<file path="config.mk">
export PLATFORM = sky130hd
export DESIGN_NAME = div_unit
export DESIGN_NICKNAME = d
export VERILOG_FILES = /design/src/rtl/div_pkg.sv /design/src/rtl/div_step.sv /design/src/rtl/div_unit.sv
export SDC_FILE = /design/constraint.sdc
export NUM_CORES = 1
export LEC_CHECK = 0
export CAP_MARGIN = 20
export CORE_MARGIN = 4
export CORE_UTILIZATION = 24
export CTS_CLUSTER_DIAMETER = 150
export DETAILED_ROUTE_END_ITERATION = 10
export DONT_BUFFER_PORTS = 1
export GPL_TIMING_DRIVEN = 1
export PLACE_DENSITY_LB_ADDON = 0.05
export SYNTH_ARGS = -nofsm -noshare
export SYNTH_HDL_FRONTEND = slang
export SYNTH_HIERARCHICAL = 1
export SYNTH_SLANG_ARGS = --single-unit
</file>
<file path="constraint.sdc">
create_clock -name i_clk -period 5.7 [get_ports i_clk]
set_clock_uncertainty 0.05 [all_clocks]
set_input_delay 1.425 -clock i_clk [delete_from_list [all_inputs] [get_ports i_clk]]
set_output_delay 1.425 -clock i_clk [all_outputs]
set_load 0.01 [all_outputs]
</file>
<file path="src/rtl/div_pkg.sv">
// div_pkg: shared types and constants for the iterative RV32M divider.
//   div_op_e    - 2-bit operation encoding as presented on i_op.
//   div_state_e - controller states.
//   DIV_ALL_ONES, DIV_INT_MIN - special-case result values.
//   neg2c()     - XLEN-bit two's-complement negation, computed unsigned.
package div_pkg;

  localparam int XLEN = 32;

  typedef enum logic [1:0] {
    DIV  = 2'b00,
    DIVU = 2'b01,
    REM  = 2'b10,
    REMU = 2'b11
  } div_op_e;

  typedef enum logic [1:0] {
    IDLE,
    CALC,
    FIXUP,
    DONE
  } div_state_e;

  localparam logic [XLEN-1:0] DIV_ALL_ONES = {XLEN{1'b1}};
  localparam logic [XLEN-1:0] DIV_INT_MIN  = {1'b1, {(XLEN-1){1'b0}}};

  // Negating INT_MIN yields INT_MIN, which is the correct unsigned magnitude.
  function automatic logic [XLEN-1:0] neg2c(input logic [XLEN-1:0] v);
    return (~v) + XLEN'(1);
  endfunction

endpackage

</file>
<file path="src/rtl/div_step.sv">
// div_step: one combinational radix-2 restoring division step.
//   part_rem - partial remainder entering the step
//   dvd_bit  - next dividend bit shifted into the remainder
//   divisor  - divisor magnitude
//   next_rem - partial remainder leaving the step
//   q_bit    - quotient bit produced by the step
module div_step
  import div_pkg::*;
(
  input  logic [XLEN-1:0] part_rem,
  input  logic            dvd_bit,
  input  logic [XLEN-1:0] divisor,
  output logic [XLEN-1:0] next_rem,
  output logic            q_bit
);

  logic [XLEN:0]   shifted;
  logic [XLEN+1:0] diff;
  logic            unused_diff_bit;

  // Difference is evaluated one bit wider than the shifted remainder so the
  // top bit is a clean borrow flag.
  assign shifted = {part_rem, dvd_bit};
  assign diff    = {1'b0, shifted} - {2'b00, divisor};
  assign q_bit   = ~diff[XLEN+1];

  // The restoring invariant (part_rem < divisor) keeps every kept value
  // inside XLEN bits, so bit XLEN of either candidate is always zero.
  assign next_rem        = q_bit ? diff[XLEN-1:0] : shifted[XLEN-1:0];
  assign unused_diff_bit = diff[XLEN];

endmodule

</file>
<file path="src/rtl/div_unit.sv">
// div_unit: iterative RV32M divider (DIV, DIVU, REM, REMU).
//   i_clk, i_reset         - clock, asynchronous active-high reset
//   i_start, i_op          - request and operation, accepted while idle
//   i_rs1_data, i_rs2_data - dividend and divisor from the register file
//   i_rd_addr              - destination register
//   i_flush                - abort the operation in flight, no result
//   o_busy                 - high in every state except IDLE
//   o_rd_addr, o_rd_data   - registered result and its destination
//   o_rd_wren              - one-cycle write strobe, never for x0
//   o_valid                - one-cycle completion pulse
module div_unit
  import div_pkg::*;
(
  input  logic            i_clk,
  input  logic            i_reset,
  input  logic            i_start,
  input  logic [1:0]      i_op,
  input  logic [XLEN-1:0] i_rs1_data,
  input  logic [XLEN-1:0] i_rs2_data,
  input  logic [4:0]      i_rd_addr,
  input  logic            i_flush,
  output logic            o_busy,
  output logic [4:0]      o_rd_addr,
  output logic [XLEN-1:0] o_rd_data,
  output logic            o_rd_wren,
  output logic            o_valid
);

  div_state_e      state_q, state_d;
  logic [4:0]      count_q, count_d;
  logic            is_rem_q, is_rem_d;
  logic [4:0]      rd_q, rd_d;
  logic [XLEN-1:0] dvd_q, dvd_d;   // dividend shifts out, quotient shifts in
  logic [XLEN-1:0] rem_q, rem_d;
  logic [XLEN-1:0] dvs_q, dvs_d;
  logic            neg_quot_q, neg_quot_d;
  logic            neg_rem_q, neg_rem_d;
  logic [XLEN-1:0] rd_data_d;
  logic [4:0]      rd_addr_d;
  logic            valid_d, wren_d;

  // Request decode
  div_op_e         op_in;
  logic            in_signed, in_rem, sign1, sign2;
  logic            div_zero, overflow;
  logic [XLEN-1:0] special_res;

  // Step and sign fix-up
  logic [XLEN-1:0] step_rem;
  logic            step_q;
  logic [XLEN-1:0] quot_fix, rem_fix;

  div_step u_step (
    .part_rem (rem_q),
    .dvd_bit  (dvd_q[XLEN-1]),
    .divisor  (dvs_q),
    .next_rem (step_rem),
    .q_bit    (step_q)
  );

  assign o_busy = (state_q != IDLE);

  // NOTE: every signal written here is given a default first; a path that
  // leaves one unassigned would infer a latch.
  always_comb begin
    op_in      = div_op_e'(i_op);
    in_signed  = (op_in == DIV) || (op_in == REM);
    in_rem     = (op_in == REM) || (op_in == REMU);
    sign1      = in_signed & i_rs1_data[XLEN-1];
    sign2      = in_signed & i_rs2_data[XLEN-1];
    div_zero   = (i_rs2_data == '0);
    overflow   = in_signed && (i_rs1_data == DIV_INT_MIN) && (i_rs2_data == DIV_ALL_ONES);
    if (div_zero) special_res = in_rem ? i_rs1_data : DIV_ALL_ONES;
    else          special_res = in_rem ? '0 : DIV_INT_MIN;

    quot_fix   = neg_quot_q ? neg2c(dvd_q) : dvd_q;
    rem_fix    = neg_rem_q  ? neg2c(rem_q) : rem_q;

    state_d    = state_q;
    count_d    = count_q;
    is_rem_d   = is_rem_q;
    rd_d       = rd_q;
    dvd_d      = dvd_q;
    rem_d      = rem_q;
    dvs_d      = dvs_q;
    neg_quot_d = neg_quot_q;
    neg_rem_d  = neg_rem_q;
    rd_data_d  = o_rd_data;
    rd_addr_d  = o_rd_addr;
    valid_d    = 1'b0;
    wren_d     = 1'b0;

    if (i_flush) begin
      state_d = IDLE;
    end else begin
      unique case (state_q)
        IDLE: begin
          if (i_start) begin
            is_rem_d   = in_rem;
            rd_d       = i_rd_addr;
            dvd_d      = sign1 ? neg2c(i_rs1_data) : i_rs1_data;
            dvs_d      = sign2 ? neg2c(i_rs2_data) : i_rs2_data;
            rem_d      = '0;
            neg_quot_d = sign1 ^ sign2;
            neg_rem_d  = sign1;
            count_d    = '0;
            if (div_zero || overflow) begin
              state_d   = DONE;
              rd_data_d = special_res;
              rd_addr_d = i_rd_addr;
              valid_d   = 1'b1;
              wren_d    = (i_rd_addr != '0);
            end else begin
              state_d = CALC;
            end
          end
        end
        CALC: begin
          rem_d = step_rem;
          dvd_d = {dvd_q[XLEN-2:0], step_q};
          if (count_q == 5'(XLEN-1)) state_d = FIXUP;
          else                       count_d = count_q + 5'd1;
        end
        FIXUP: begin
          rd_data_d = is_rem_q ? rem_fix : quot_fix;
          rd_addr_d = rd_q;
          valid_d   = 1'b1;
          wren_d    = (rd_q != '0);
          state_d   = DONE;
        end
        DONE: begin
          state_d = IDLE;
        end
        default: begin
          state_d = IDLE;
        end
      endcase
    end
  end

  always_ff @(posedge i_clk or posedge i_reset) begin
    if (i_reset) begin
      state_q <= IDLE;
    end else begin
      state_q <= state_d;
    end
  end

  // NOTE: sequential state is updated with non-blocking assignments so every
  // register samples the pre-edge values of the others.
  always_ff @(posedge i_clk or posedge i_reset) begin
    if (i_reset) begin
      count_q    <= '0;
      is_rem_q   <= 1'b0;
      rd_q       <= '0;
      dvd_q      <= '0;
      rem_q      <= '0;
      dvs_q      <= '0;
      neg_quot_q <= 1'b0;
      neg_rem_q  <= 1'b0;
      o_rd_data  <= '0;
      o_rd_addr  <= '0;
      o_valid    <= 1'b0;
      o_rd_wren  <= 1'b0;
    end else begin
      count_q    <= count_d;
      is_rem_q   <= is_rem_d;
      rd_q       <= rd_d;
      dvd_q      <= dvd_d;
      rem_q      <= rem_d;
      dvs_q      <= dvs_d;
      neg_quot_q <= neg_quot_d;
      neg_rem_q  <= neg_rem_d;
      o_rd_data  <= rd_data_d;
      o_rd_addr  <= rd_addr_d;
      o_valid    <= valid_d;
      o_rd_wren  <= wren_d;
    end
  end

endmodule
</file>
==> flow_summary.json, run 1 <==
{
  "status": "completed",
  "ioPinCount": 115,
  "utilization": 0.269,
  "min_period_over_period": 0.685,
  "die_w_um": 233,
  "syn_to_final_growth_pct": 11.1,
  "swShare": 0.514,
  "synth_edf_count": 0,
  "post_cts_buffers": 0,
  "cp-start-kind": "input port",
  "period_minus_slack_ns": 3.90,
  "max_stage_delay_ns": 0.74,
  "dr.pass1.iters": 4,
  "setup_viol": 0,
  "dr.first_iter.drc_count": 661,
  "drc": 0,
  "intPower_mw": 3.98,
  "synth-warning-count": 6,
  "total_power_mw": 8.20,
  "cts_resized": 0,
  "ys.flop_type": "dfrtp_1",
  "worst-slew-pin-transition_ns": 1.03,
  "antenna_found_initial": 0,
  "crit_path_end_kind": "flip-flop",
  "synth-simple-area-share": 0.220,
  "drt-total-wl_mm": 50.2,
  "drive_gt1_frac": 0.0705,
  "coreArea_um2": 50100,
  "critical_path_class": "input port to flip-flop",
  "cts_sinks": 150,
  "layout_commonest_cell": "nand2_1",
  "port_buffers": 0,
  "switching_power_mw": 4.21,
  "drv_cap": 0,
  "synth_top_family_by_area": "compound AO/OA/AOI/OAI gates",
  "die_h_um": 233,
  "power_density_nw_per_um2": 609,
  "die_area_um2": 54100,
  "syn_area_per_cell_um2": 7.81,
  "cts_tree": "done",
  "holdCritPathClass": "flip-flop to flip-flop",
  "fmax_mhz": 256,
  "slowest_stage": "nor4_1",
  "wl_per_cell_um": 22.9,
  "ys_async_sr_fraction": 1.00,
  "path_buf_inv": 1,
  "drv_slew": 0,
  "h-tree-depth": 4,
  "grt_use_total": 0.188,
  "hold_viol_final": 0,
  "p_seq_frac": 0.276,
  "grt_max_degree": 91,
  "post-dp-hpwl_mm": 37.8,
  "synthMuxAreaShare": 0.0324,
  "arrival_ns": 4.23,
  "seq_area_frac_synth": 0.310,
  "final_cell_mix": "232 x nand2_1, 150 x dfrtp_1, 140 x o21ai_0, 121 x a21oi_1, 100 x nor2_1",
  "clkTransAtPathRegs_ns": 0.07,
  "slew_headroom": 0.309,
  "postCtsHoldBufs": 0,
  "synthAdderAreaFrac": 0.0450,
  "cts_made_buffers": 17,
  "synth_xor_area_frac": 0.0911,
  "row_count": 82,
  "rsz0062_at_grt": "false",
  "critical_path.cell_chain": "or4_1 > nor4_1 > nand4_1 > o211ai_4 > and2_1 > buf_4 > mux2_2",
  "syn_nets": 1669,
  "synthCells": 1551,
  "fin_setup_tns_ns": 0,
  "start_util": 0.242,
  "critical_path.max_fanout": 23,
  "synth-compound-area-share": 0.247,
  "ys_ff_latch": 150,
  "grt_pass1_vias": 11300,
  "vdd_ir_drop_max_mv": 0.300,
  "grt_remaining_overflow": 0,
  "layout.nets": 1623,
  "p_clk_frac": 0.161,
  "combPwrFrac": 0.563,
  "routed-via-count": 11200,
  "clkLatencyLatePin_ns": 0.49,
  "cp_data_required_time_ns": 6.02,
  "syn_area_um2": 12100,
  "viasPerCell": 5.12,
  "gp_congestion": 0.783,
  "crit_family": "simple AND/OR/NAND/NOR gates",
  "synth_cell_types": 90,
  "fillers": 5570,
  "leakage_nw": 5.60,
  "grt_pass1_wl_mm": 76.2,
  "clock-root-buffer": "clkbuf_16",
  "clock_path_buffers": 2,
  "ant_nets": 0
}
-- path summary, 6_finish.rpt --
kind / start / to / slack, ns / cells after the start
max: i_rs1_data[24] / o_rd_data[12]$_DFFE_PP0P_ / 1.80 / 7
max reg2reg: dvd_q[0]$_DFFE_PP0P_ / o_rd_data[24]$_DFFE_PP0P_ / 2.37 / 8
min in group asynchronous: i_reset / count_q[3]$_DFFE_PP0P_ / 0.81 / 1
min reg2reg: dvs_q[9]$_DFFE_PP0P_ / dvs_q[9]$_DFFE_PP0P_ / 0.43 / 2
max in group asynchronous: i_reset / dvs_q[9]$_DFFE_PP0P_ / 3.77 / 2
min: dvs_q[9]$_DFFE_PP0P_ / dvs_q[9]$_DFFE_PP0P_ / 0.43 / 2
-- worst reg2reg max path: cells and delay by family, from the launching register on --
kind                     cells  cell delay [ns]
adder cells (fa/ha/maj)      1             0.15
AND/OR/NAND/NOR              2             1.11
AO/OA/AOI/OAI                3             1.25
XOR/XNOR                     1             0.12
flip-flops                   1             0.43
buffers and inverters        1             0.09
-- stage by stage --
step	instance area [µm²]	setup slack [ns]	std cells	hold WS, ns
finish	13500	1.80	2192	0.431
global route	13500	1.71	2190	0.457
global placement	12800	1.33	2157	0.415
floorplan	12100	0.189	1551	0.399
CTS	13400	1.86	2189	0.439
detailed placement	12800	1.32	2157	0.422
-- cells by family (layout without fill, tap and decap cells) --
group | count (synthesis) | count (layout)
muxes | 37 | 37
AOI/OAI and AO/OA | 472 | 472
DFF | 150 | 150
and+or+nand+nor | 561 | 561
other | 0 | 2
buffers and inverters | 162 | 129
xor gates and xnor gates | 126 | 126
adders and majority gates | 43 | 43
-- flip-flops by register name, summed over array words and instances, names as in the netlist, 2 cells and up --
register and count:
rem_q 32, state_q 2, o_rd_addr 5, o_rd_data 32
rd_q 5, count_q 5, dvs_q 32, dvd_q 32
-- power by group through the flow --
stage	Sequential (mW)	Combinational (mW)	Clock, mW
5_1_grt	2.35	5.19	1.41
3_5_place_dp	2.29	4.64	0
4_1_cts	2.28	4.65	1.38
3_3_place_gp	2.29	4.66	0
2_1_floorplan	1.94	3.59	0
6_report	2.26	4.62	1.32
-- cell type report --
type | count | area (µm²) | share of cell area
Antenna cell | 2 | 5.00 | 0.000372
Clock inverter | 14 | 213 | 0.0158
Clock buffer | 18 | 439 | 0.0326
Timing Repair Buffer | 25 | 198 | 0.0147
Multi-Input combinational cell | 1239 | 7730 | 0.575
Tap cell | 672 | 841 | 0.0625
Inverter | 72 | 275 | 0.0205
Sequential cell | 150 | 3750 | 0.279
-- synth_stat cells, types with 14 or more instances --
| library cell | number | area share |
|---|---|---|
| nand4_1 | 18 | 0.0093 |
| nor2_1 | 100 | 0.031 |
| or4_1 | 19 | 0.012 |
| xnor2_1 | 78 | 0.056 |
| clkbuf_1 | 65 | 0.020 |
| nand3_1 | 62 | 0.026 |
| a31oi_1 | 36 | 0.019 |
| o41ai_1 | 14 | 0.010 |
| nand2b_1 | 14 | 0.0072 |
| a21oi_1 | 123 | 0.051 |
| nor3_1 | 29 | 0.012 |
| inv_1 | 67 | 0.021 |
| mux2i_1 | 22 | 0.018 |
| nor4_1 | 21 | 0.011 |
| nand2_1 | 232 | 0.072 |
| a21o_1 | 16 | 0.0099 |
| or3_1 | 16 | 0.0083 |
| xor2_1 | 48 | 0.035 |
| dfrtp_1 | 150 | 0.31 |
| o21ai_0 | 140 | 0.058 |
| ha_1 | 42 | 0.043 |
| o31ai_1 | 38 | 0.024 |
-- layer usage --
metal,GRT usage,part of all wire,up-vias
li1,-,-,5527
met1,0.264,0.49,5452
met2,0.284,0.44,208
met3,0.0442,0.049,42
met4,0.0622,0.024,0
met5,0,0,-
Power figures use the tool's default switching activity.
==> inputs of run 2 (changes only) <==
- ABC_AREA: unset -> 1
- clock period: 5.7 -> 3.5 ns (I/O delays scaled with it)
==> flow_summary.json, run 2 <==
{
  "ioPinCount": 115,
  "fin_setup_tns_ns": 0,
  "die_h_um": 249,
  "clkTransAtPathRegs_ns": 0.07,
  "port_buffers": 0,
  "yosysTopAreaCell": "dfrtp_1",
  "cts_resized": 0,
  "synth_top_cell_area_share": 0.269,
  "min_period_over_period": 0.775,
  "leakage_nw": 7.90,
  "utilization": 0.266,
  "gp_congestion": 0.877,
  "drive_gt1_frac": 0.0488,
  "final_cell_mix": "809 x nand2_1, 294 x inv_1, 256 x nor2_1, 249 x nand3_1, 159 x o21ai_0",
  "synth_cell_types": 46,
  "ys.flop_type": "dfrtp_1",
  "crit_path_end_kind": "flip-flop",
  "cp_data_required_time_ns": 3.84,
  "period_minus_slack_ns": 2.71,
  "post-place-ws_ns": 0.323,
  "worst-slew-pin-transition_ns": 0.856,
  "ys_async_sr_fraction": 1.00,
  "row_count": 88,
  "dr.first_iter.drc_count": 1249,
  "routed-via-count": 14800,
  "drt-total-wl_mm": 62.3,
  "hold_viol_final": 0,
  "h-tree-depth": 4,
  "cts_sinks": 150,
  "rsz0062_at_grt": "false",
  "final-seq-area_um2": 3750,
  "dr.pass1.iters": 6,
  "drv_cap": 0,
  "drc": 0,
  "layout.nets": 2442,
  "post_cts_buffers": 0,
  "syn_to_final_growth_pct": 9.82,
  "path_buf_inv": 1,
  "cp-start-kind": "flip-flop",
  "fillers": 6689,
  "postCtsHoldBufs": 0,
  "vdd_ir_drop_max_mv": 0.467,
  "synth_edf_count": 0,
  "start_util": 0.242,
  "synth_area_leaders": "dfrtp_1 27%, nand2_1 22%, nand3_1 8.9%",
  "intPower_mw": 6.90,
  "multiInputGateArea_um2": 8670,
  "combPwrFrac": 0.664,
  "cpMostUsedCell": "nand2_1",
  "synthCells": 2360,
  "clock-root-buffer": "clkbuf_16",
  "ys_ff_latch": 150,
  "grt_pass1_wl_mm": 93.5,
  "drv_slew": 0,
  "p_seq_frac": 0.220,
  "slew_headroom": 0.429,
  "viasPerCell": 4.77,
  "critical_path.max_fanout": 31,
  "use_met3": 0.0372,
  "status": "completed",
  "slowest_stage": "dfrtp_1",
  "ys_top_cells_by_count": "810 x nand2_1, 297 x inv_1, 257 x nor2_1",
  "whs_ns": 0.350,
  "insertedDiodeCount": 0,
  "coreArea_um2": 57700,
  "seq_area_frac_synth": 0.269,
  "p_clk_frac": 0.116,
  "setup_viol": 0,
  "grt_max_degree": 64,
  "ant_nets": 0,
  "critical_path_class": "flip-flop to flip-flop",
  "grt_use_met1": 0.277,
  "layout_commonest_cell": "nand2_1",
  "die_w_um": 249,
  "critical_path.cell_chain": "ha_1 > nand2_1 > nand2_1 > nand2_1 > nand3_1 > a21oi_2 > nor2_1 > nor2_4 > buf_4 > nand3_1 > nand2_1 > nand2_1 > o21ai_0",
  "power_density_nw_per_um2": 1100,
  "max_stage_delay_ns": 0.51,
  "synth_most_common_cell": "nand2_1",
  "syn_area_per_cell_um2": 5.92,
  "postLayoutSetupSlackWorst_ns": 0.786,
  "fin_cells": 3101,
  "placed_cells": 3070,
  "syn_nets": 2478,
  "holdCritPathClass": "input port to asynchronous set/reset pin",
  "cts_tree": "done",
  "clock_path_buffers": 2,
  "grt_pass1_vias": 14500,
  "clkLatencyLatePin_ns": 0.48,
  "fmax_mhz": 368,
  "cts_made_buffers": 17,
  "antenna_found_initial": 0,
  "met2_usage": 0.317,
  "syn_area_um2": 14000,
  "wl_per_cell_um": 20.1,
  "switching_power_mw": 9.96,
  "crit_family": "simple AND/OR/NAND/NOR gates",
  "grt.busiest_layer": "met2",
  "post-dp-hpwl_mm": 50.2,
  "arrival_ns": 3.05,
  "grt_use_total": 0.198,
  "synth-warning-count": 6,
  "die_area_um2": 62100,
  "swShare": 0.591,
  "grt_remaining_overflow": 0
}
run 2: cell families (layout without fill, tap and decap cells):
| logic type | after synthesis | in the layout | synth area share |
|---|---|---|---|
| buffers and inverters | 386 | 362 | 0.111 |
| xor gates and xnor gates | 45 | 45 | 0.0282 |
| and+or+nand+nor | 1418 | 1418 | 0.429 |
| adders and majority gates | 43 | 43 | 0.0391 |
| DFF | 150 | 150 | 0.269 |
| AOI/OAI and AO/OA | 318 | 318 | 0.124 |
run 2: final cells by class:
type / instances / share of cell area
repair buffers: 26 / 0.0152
inverters: 305 / 0.0749
clock buffers: 20 / 0.0298
flip-flops and latches: 150 / 0.245
multi-input cells: 1824 / 0.565
well taps: 765 / 0.0624
clock inverters: 11 / 0.00808
run 2: power groups by stage:
stage / Clock (mW) / Sequential, mW / Combinational, mW
floorplan: 0 / 3.21 / 8.14
global placement: 0 / 3.78 / 11.2
detailed placement: 0 / 3.77 / 11.2
CTS: 2.03 / 3.75 / 11.2
global route: 2.08 / 3.84 / 12.8
finish: 1.96 / 3.71 / 11.2
run 2: per-stage QoR:
stage	area [µm²]	total power, mW
floorplan	14000	11.3
global placement	14800	15.0
detailed placement	14800	15.0
CTS	15300	17.0
global route	15300	18.7
finish	15300	16.9
run 2: per-layer routing:
layer  vias up  wire length (µm)
met5         -                 0
met4         0               921
met3        37              3070
met2       350             28000
met1      6953             30300
li1       7453                 -
run 2: worst reg2reg max path, delay by kind of cell (launching register included):
kind            cells  cell delay [ns]
simple gates        9             0.92
flops               1             0.51
fa+ha+maj           1             0.42
compound gates      2             0.40
buf+inv             1             0.33
run 2: path summary, 6_finish.rpt:
check | depth (start not counted) | to | slack [ns] | start
hold / removal | 1 | dvd_q[24]$_DFFE_PP0P_ | 0.35 | i_reset
hold reg to reg | 2 | dvs_q[26]$_DFFE_PP0P_ | 0.43 | dvs_q[26]$_DFFE_PP0P_
max in group asynchronous | 2 | dvs_q[10]$_DFFE_PP0P_ | 2.24 | i_reset
min in group i_clk | 1 | o_rd_wren$_DFF_PP0_ | 0.40 | i_flush
setup reg to reg | 13 | rem_q[8]$_DFFE_PP0P_ | 0.79 | rem_q[17]$_DFFE_PP0P_
setup / recovery | 13 | rem_q[8]$_DFFE_PP0P_ | 0.79 | rem_q[17]$_DFFE_PP0P_
==> inputs of run 3 (changes only) <==
- ABC_AREA: 1 -> 0
- clock period: 3.5 -> 2.6 ns (I/O delays scaled with it)
==> flow_summary.json, run 3 (same netlist as run 1, synthesis figures left out) <==
{
  "viasPerCell": 5.02,
  "status": "finished with violations",
  "drt-total-wl_mm": 53.3,
  "dr.pass1.iters": 5,
  "leakage_nw": 7.22,
  "h-tree-depth": 4,
  "layout.nets": 1898,
  "combPwrFrac": 0.713,
  "r2r_end": "rem_q[12]$_DFFE_PP0P_",
  "crit_path_end_kind": "flip-flop",
  "arrival_ns": 3.06,
  "intPower_mw": 12.7,
  "holdCritPathClass": "input port to flip-flop",
  "fin_setup_tns_ns": -1.57,
  "power_density_nw_per_um2": 1450,
  "worst_r2r_startpoint": "dvd_q[31]$_DFFE_PP0P_",
  "period_minus_slack_ns": 2.73,
  "start_util": 0.242,
  "slew_headroom": 0.481,
  "ff2ff_path_depth": 13,
  "grt_use_total": 0.197,
  "cts_made_buffers": 17,
  "layout_commonest_cell": "buf_4",
  "p_clk_frac": 0.103,
  "grt_pass1_wl_mm": 80.2,
  "grt_remaining_overflow": 0,
  "critical_path_class": "flip-flop to flip-flop",
  "swShare": 0.476,
  "drc": 0,
  "postLayoutSetupSlackWorst_ns": -0.129,
  "worstHoldPathCells": 1,
  "worst-slew-pin-transition_ns": 0.779,
  "rrSetupSlack_ns": -0.13,
  "dr.first_iter.drc_count": 770,
  "design_area_um2": 16700,
  "drive_gt1_frac": 0.295,
  "cts_tree": "done",
  "drv_slew": 0,
  "hold_viol_final": 0,
  "coreArea_um2": 50100,
  "switching_power_mw": 11.6,
  "vdd_ir_drop_max_mv": 0.721,
  "grt_max_degree": 78,
  "violations": "negative setup slack",
  "ant_nets": 0,
  "syn_to_final_growth_pct": 37.8,
  "clkTransAtPathRegs_ns": 0.08,
  "die_w_um": 233,
  "fmax_mhz": 366,
  "die_area_um2": 54100,
  "hp-start": "i_flush",
  "insertedDiodeCount": 0,
  "clkLatencyLatePin_ns": 0.49,
  "wl_per_cell_um": 21.6,
  "routed-via-count": 12400,
  "antenna_found_initial": 3,
  "drv_cap": 0,
  "rsz0062_at_grt": "true",
  "grt_pass1_vias": 12500,
  "min_period_over_period": 1.05,
  "clock_path_buffers": 2,
  "port_buffers": 0,
  "cts_sinks": 150,
  "placed_cell_area_um2": 14900,
  "post-dp-hpwl_mm": 41.4,
  "whs_ns": 0.161,
  "critical_path.max_fanout": 3,
  "cp_data_required_time_ns": 2.93,
  "row_count": 82,
  "ioPinCount": 115,
  "gp_congestion": 0.810,
  "holdPathEnd": "o_rd_wren$_DFF_PP0_",
  "p_seq_frac": 0.184,
  "final_cell_mix": "262 x buf_4, 212 x nand2_1, 147 x dfrtp_1, 112 x a21oi_1, 111 x o21ai_0",
  "clock-root-buffer": "clkbuf_16",
  "cp-start-kind": "flip-flop",
  "setup_viol": 25,
  "die_h_um": 233
}
-- run 3: cell types whose count changed in the layout (fill, tap and decap cells not counted), sizes merged, moves of 23 or more --
cell | previous run | this run
nand3 | 264 | 62
a31oi | 3 | 38
o21ai | 168 | 145
a21oi | 99 | 125
nor2 | 272 | 100
buf | 26 | 298
inv | 305 | 75
xnor2 | 2 | 78
o31ai | 4 | 39
nand2 | 818 | 232
-- run 3: through the flow --
step / util / worst slack, ns / std cells / power [mW]
2_1_floorplan: - / -0.143 / 1551 / 12.2
3_3_place_gp: 0.297 / -0.460 / 2406 / 18.2
3_5_place_dp: 0.297 / -0.490 / 2406 / 18.2
4_1_cts: 0.320 / -0.152 / 2448 / 22.5
5_1_grt: 0.333 / -0.244 / 2465 / 26.2
6_report: 0.333 / -0.129 / 2465 / 24.3
-- run 3: final cells by class --
cell class,instances,area (µm²)
clock inverters,13,114
well taps,672,841
inverters,72,279
fillers,5410,33400
multi-input cells,1239,8730
repair buffers,300,2530
clock buffers,19,443
flip-flops and latches,150,3760
-- run 3: how the worst max path moves through the flow --
stage                          start                   endpoint  slack (ns)  cells after the start
4_1_cts         dvs_q[1]$_DFFE_PP0P_      rem_q[16]$_DFFE_PP0P_       -0.15                     15
3_5_place_dp          i_rs1_data[24]  o_rd_data[21]$_DFFE_PP0P_       -0.49                      9
3_3_place_gp          i_rs1_data[24]  o_rd_data[23]$_DFFE_PP0P_       -0.46                      9
6_report       dvd_q[31]$_DFFE_PP0P_      rem_q[12]$_DFFE_PP0P_       -0.13                     13
2_1_floorplan         i_rs1_data[14]   o_rd_data[5]$_DFFE_PP0P_       -0.14                      7
5_1_grt        dvd_q[31]$_DFFE_PP0P_      rem_q[12]$_DFFE_PP0P_       -0.24                     13
-- run 3: worst max-delay path, cell delays in order, from the launching register on --
cell     delay, ns
dfrtp_1       0.38
inv_1         0.06
ha_2          0.18
inv_2         0.04
fa_2          0.36
a21o_1        0.23
a31oi_4       0.25
nor2_1        0.11
o21a_1        0.21
o31ai_4       0.26
xnor2_1       0.09
mux2_4        0.26
nand3_2       0.07
nand2_1       0.05
-- run 3: routing by layer --
| layer | vias to the layer above | GRT usage | wire [µm] |
|---|---|---|---|
| met5 | - | 0 | 13 |
| met4 | 2 | 0.0530 | 1030 |
| met3 | 51 | 0.0420 | 2560 |
| met2 | 251 | 0.308 | 24100 |
| met1 | 5979 | 0.274 | 25500 |
| li1 | 6081 | - | - |
-- run 3: power by group through the flow --
stage,sequential (mW),clock (mW),combinational (mW)
CTS,4.46,2.61,15.4
global route,4.64,2.69,18.8
floorplan,4.26,0,7.93
detailed placement,4.46,0,13.7
finish,4.48,2.50,17.3
global placement,4.45,0,13.7
-- run 3: timing repair --
| action | CTS | global route |
|---|---|---|
| endpoints found under the hold margin | 11 | 0 |
| hold buffers | 1 | 0 |
| gates cloned | 0 | 1 |
| pin swaps | 66 | 80 |
| gates resized for setup | 107 | 130 |
| setup endpoints to repair | 51 | 64 |
| setup buffers | 10 | 18 |
